[src/rtl/cfg_chain_loader.sv]
// Byte-to-serial feeder for the connection-block configuration chain: shifts the
// bitstream LSB-first, then sends a commit token down the chain and waits for its return.
module cfg_chain_loader #(
  parameter int CB_BITS   = 48,
  parameter int NUM_CB    = 4,
  parameter int TOKEN_TMO = 64
) (
  input  logic       clk,
  input  logic       reset,
  input  logic       start,
  input  logic [7:0] in_data,
  input  logic       in_valid,
  output logic       in_ready,
  output logic       bit_in_CB,
  output logic       prgm_b,
  output logic       cb_prgm_b,
  output logic       cb_prgm_b_in,
  input  logic       cb_prgm_b_out,
  output logic       busy,
  output logic       done,
  output logic       error,
  output logic [2:0] state_dbg
);

  localparam int TOTAL = CB_BITS * NUM_CB;
  localparam int CW    = $clog2(TOTAL + 1);
  localparam int TW    = $clog2(TOKEN_TMO + 1);

  if (TOTAL == 0) begin : g_bad_total
    $error("cfg_chain_loader: CB_BITS*NUM_CB must be nonzero");
  end

  localparam logic [2:0] S_IDLE  = 3'd0;
  localparam logic [2:0] S_LOAD  = 3'd1;
  localparam logic [2:0] S_SHIFT = 3'd2;
  localparam logic [2:0] S_TOKEN = 3'd3;
  localparam logic [2:0] S_WAIT  = 3'd4;
  localparam logic [2:0] S_DONE  = 3'd5;
  localparam logic [2:0] S_ERR   = 3'd6;

  // Handshake: in_data is taken on any rising edge where in_valid && in_ready;
  // in_ready depends only on state, so it never combinationally follows in_valid.
  logic [2:0]    state_q, state_d;
  logic [6:0]    sh_q, sh_d;
  logic          bit_q, bit_d;
  logic [2:0]    idx_q, idx_d;
  logic [CW-1:0] sent_q, sent_d;
  logic [TW-1:0] tmo_q, tmo_d;

  always_comb begin
    state_d = state_q;
    sh_d    = sh_q;
    bit_d   = bit_q;
    idx_d   = idx_q;
    sent_d  = sent_q;
    tmo_d   = tmo_q;
    case (state_q)
      S_IDLE, S_DONE, S_ERR: begin
        if (start) begin
          state_d = S_LOAD;
          sent_d  = '0;
        end
      end
      S_LOAD: begin
        if (cb_prgm_b_out) begin
          state_d = S_ERR;
        end else if (in_valid) begin
          bit_d   = in_data[0];
          sh_d    = in_data[7:1];
          idx_d   = 3'd0;
          state_d = S_SHIFT;
        end
      end
      S_SHIFT: begin
        if (cb_prgm_b_out) begin
          state_d = S_ERR;
        end else begin
          sent_d = sent_q + 1'b1;
          // Final bit of the stream may fall mid-byte; the remaining bits are dropped.
          if (sent_q == CW'(TOTAL - 1)) begin
            state_d = S_TOKEN;
          end else if (idx_q == 3'd7) begin
            state_d = S_LOAD;
          end else begin
            bit_d = sh_q[0];
            sh_d  = {1'b0, sh_q[6:1]};
            idx_d = idx_q + 3'd1;
          end
        end
      end
      S_TOKEN: begin
        tmo_d   = '0;
        state_d = cb_prgm_b_out ? S_ERR : S_WAIT;
      end
      S_WAIT: begin
        if (cb_prgm_b_out) begin
          state_d = S_DONE;
        end else if (tmo_q == TW'(TOKEN_TMO - 1)) begin
          state_d = S_ERR;
        end else begin
          tmo_d = tmo_q + 1'b1;
        end
      end
      default: state_d = S_IDLE;
    endcase
  end

  always_ff @(posedge clk or posedge reset) begin
    if (reset) begin
      state_q <= S_IDLE;
      sh_q    <= '0;
      bit_q   <= 1'b0;
      idx_q   <= '0;
      sent_q  <= '0;
      tmo_q   <= '0;
    end else begin
      state_q <= state_d;
      sh_q    <= sh_d;
      bit_q   <= bit_d;
      idx_q   <= idx_d;
      sent_q  <= sent_d;
      tmo_q   <= tmo_d;
    end
  end

  // bit_q only changes when a new bit is presented, so it holds through input stalls.
  assign bit_in_CB    = bit_q;
  assign in_ready     = (state_q == S_LOAD);
  assign cb_prgm_b    = (state_q == S_SHIFT);
  assign cb_prgm_b_in = (state_q == S_TOKEN);
  assign prgm_b       = (state_q == S_LOAD) || (state_q == S_SHIFT) ||
                        (state_q == S_TOKEN) || (state_q == S_WAIT);
  assign busy         = (state_q == S_LOAD) || (state_q == S_SHIFT) || (state_q == S_WAIT);
  assign done         = (state_q == S_DONE);
  assign error        = (state_q == S_ERR);
  assign state_dbg    = state_q;

endmodule

[config.mk]
export PLATFORM = sky130hd
export DESIGN_NAME = cfg_chain_loader
export DESIGN_NICKNAME = d
export VERILOG_FILES = /design/src/rtl/cfg_chain_loader.sv
export SDC_FILE = /design/constraint.sdc
export NUM_CORES = 1
export LEC_CHECK = 0
export BUFFER_PORTS_ARGS = -buffer_cell sky130_fd_sc_hd__buf_4
export CELL_PAD_IN_SITES_DETAIL_PLACEMENT = 0
export CELL_PAD_IN_SITES_GLOBAL_PLACEMENT = 1
export CORE_UTILIZATION = 48
export CTS_CLUSTER_SIZE = 40
export DETAILED_ROUTE_END_ITERATION = 10
export GPL_TIMING_DRIVEN = 0
export PLACE_DENSITY_LB_ADDON = 0.2
export SLEW_MARGIN = 0
export SYNTH_ARGS = -nofsm -noshare
export SYNTH_HDL_FRONTEND = slang
export SYNTH_SLANG_ARGS = --single-unit
[constraint.sdc]
create_clock -name clk -period 4.1 [get_ports clk]
set_input_delay 0 -clock clk [delete_from_list [all_inputs] [get_ports clk]]
set_output_delay 0 -clock clk [all_outputs]
set_load 0.005 [all_outputs]
==> qor.csv <==
metric,value,unit
wl_per_cell,14.5,µm
r2r_slack,2110,ps
dr.pass1.iters,4,
critical_path.max_stage_delay,410,ps
slew_violations,0,
clkPwrFrac,16.9,%
wl_met2,1860,µm
start_util,52.0,%
vias,1375,
switching_power,0.467,mW
crit_required,4260,ps
synthesis.area,1790,µm²
final_common_cell,dfrtp_1,
area_growth,16.6,%
layout_common_cells,"dfrtp_1, buf_4, nand2_1",
drtAntennaViolNets,0,
p_int,0.828,mW
swShare,36.1,%
ys_types,46,
critical-path-top-delay-family,multiplexers,
worstPathArrival,2150,ps
initialDrtViolationCount,74,
rsz0062_at_grt,false,
worst_slew_pin_slew,1100,ps
grtUsageTotal,19.7,%
power.density,620,nW/µm²
synth_area_per_cell,10.5,µm²
maxUsedRoutingLayer,met4,
clk_pin_slew,60,ps
antenna_found_initial,0,
place_congestion,0.844,
cts_sinks,29,
post_cts_buffers,0,
slew_headroom,26.7,%
reg2reg_depth,5,
hold_class,primary input to async pin,
drc,0,
grt_overflow_total,0,
holdWs,7.78,ps
cp.depth,5,
finalHoldViolations,0,
clk_path_buf_depth,2,
synth_nets,187,
cts_hold_buffers,0,
die_y,63.1,µm
coreArea,3440,µm²
cp-endpoint,sh_q[5],
reg2reg_from,state_dbg[1],
io-pin-count,24,
die_area,3980,µm²
tns,0,ps
worstSetupEndpointType,register,
period_needed,1990,ps
vdd.ir_drop.worst,0.335,mV
reg2reg_to,sh_q[5],
vias_per_cell,5.61,
grt_max_degree,30,
drive_gt1_share,30.7,%
first_global_vias,1346,
critPathKind,register to register,
synth_edf_count,0,
maxCapViolCount,0,
synthFlopType,dfrtp_1,
crit_path_start,state_dbg[1],
combPwrFrac,48.2,%
grt_pass1_wl,6040,µm
synth_seq_cells,29,
postCtsResizedCells,0,
diodes,0,
die-width,63.1,µm
ys_seq_area_share,40.5,%
synthArstFlopShare,100,%
pwr-share-seq,34.8,%
h-tree-depth,2,
start_kind,register,
crit_slowest_cell,nor3b_4,
critPathBufInv,2,
yosysTopAreaCellShare,40.5,%
finalSetupViolCount,0,
max_freq,502,MHz
netlist_top_cells_area,"dfrtp_1, mux2_4, mux2_2, a31oi_1, ha_1",
cp_cell_sequence,"buf_4, nor3b_4, buf_2, mux2_2, mux2_4",
num_rows,21,
outcome,"finished, final reports clean",
cts_buffers,5,
wl_met1,1600,µm
finClkSkew,6.93,ps
p_leak,0.971,nW
hpwlAfterDp,2580,µm
ys_warn_count,0,
wl_met3,87,µm
clock-root-buffer,clkbuf_8,
finalCritPeriodShare,48.6,%
crit_fanout,10,
synth_cells,170,
nNetsFinal,215,
io_buffers,21,
tritoncts,yes,
clkLatencyLatePin,270,ps
finalWirelength,3560,µm
synth_top_cell_by_area,dfrtp_1,
-- metrics by stage --
step	instances	power (mW)	util [%]	area, µm²	setup WS, ps
4_1_cts	245	1.31	60.7	2090	2120
2_1_floorplan	170	0.899	-	1790	2320
3_3_place_gp	237	1.06	58.3	2010	2150
5_1_grt	245	1.39	60.7	2090	2010
6_report	245	1.29	60.7	2090	2110
3_5_place_dp	237	1.08	58.3	2010	2140
-- Yosys cell counts, types with 3 or more instances --
master,instances
nor3_1,3
nand2b_1,3
mux2i_1,3
nand3_1,10
ha_1,4
inv_1,8
mux2_4,8
nor2b_1,4
o21ai_0,5
a21oi_1,6
nand2_1,12
dfrtp_1,29
clkbuf_1,3
a31oi_1,10
nor2_1,6
buf_2,3
o31ai_1,4
a21o_1,4
and3_1,3
mux2_2,8
-- worst min path at each step --
stage                           end  slack, ps  depth (start not counted)
after floorplan           bit_in_CB         80                          1
after global placement    bit_in_CB        320                          2
after detailed placement  bit_in_CB        350                          2
after CTS                 bit_in_CB         40                          2
after global routing        sh_q[4]         70                          3
final                     bit_in_CB          8                          2
-- layer usage --
metal	up-vias	global-route usage, %
met5	-	0
met4	0	8.14
met3	2	4.35
met2	19	33.2
met1	670	24.1
li1	684	-
-- power by group through the flow --
stage / logic [mW] / clock network [mW] / registers, mW
4_1_cts: 0.628 / 0.229 / 0.451
5_1_grt: 0.682 / 0.243 / 0.462
3_5_place_dp: 0.626 / 0 / 0.454
3_3_place_gp: 0.613 / 0 / 0.447
2_1_floorplan: 0.461 / 0 / 0.438
6_report: 0.625 / 0.219 / 0.451
-- state kept, by name, indices dropped and copies added (netlist names) --
| register | count |
|---|---|
| tmo_q | 7 |
| state_dbg | 3 |
| sent_q | 8 |
| idx_q | 3 |
| bit_in_CB | 1 |
| sh_q | 7 |
-- area by class of cell --
| class | count | area (µm²) |
|---|---|---|
| fillers | 298 | 1350 |
| multi-input cells | 123 | 971 |
| flip-flops and latches | 29 | 726 |
| repair buffers | 21 | 158 |
| clock buffers | 6 | 72.6 |
| plain buffers | 10 | 63.8 |
| well taps | 46 | 57.6 |
| inverters | 8 | 30.0 |
| clock inverters | 2 | 10.0 |
-- kinds of logic after synthesis --
kind of cell,after synthesis,synth area share [%]
AND/OR/NAND/NOR,52,17.0
XOR/XNOR,3,1.47
AO/OA/AOI/OAI,45,19.6
adder cells (fa/ha/maj),4,2.80
buffers and inverters,18,5.24
flip-flops,29,40.5
multiplexers,19,13.4
No activity file was read; power rests on OpenSTA's default activity.
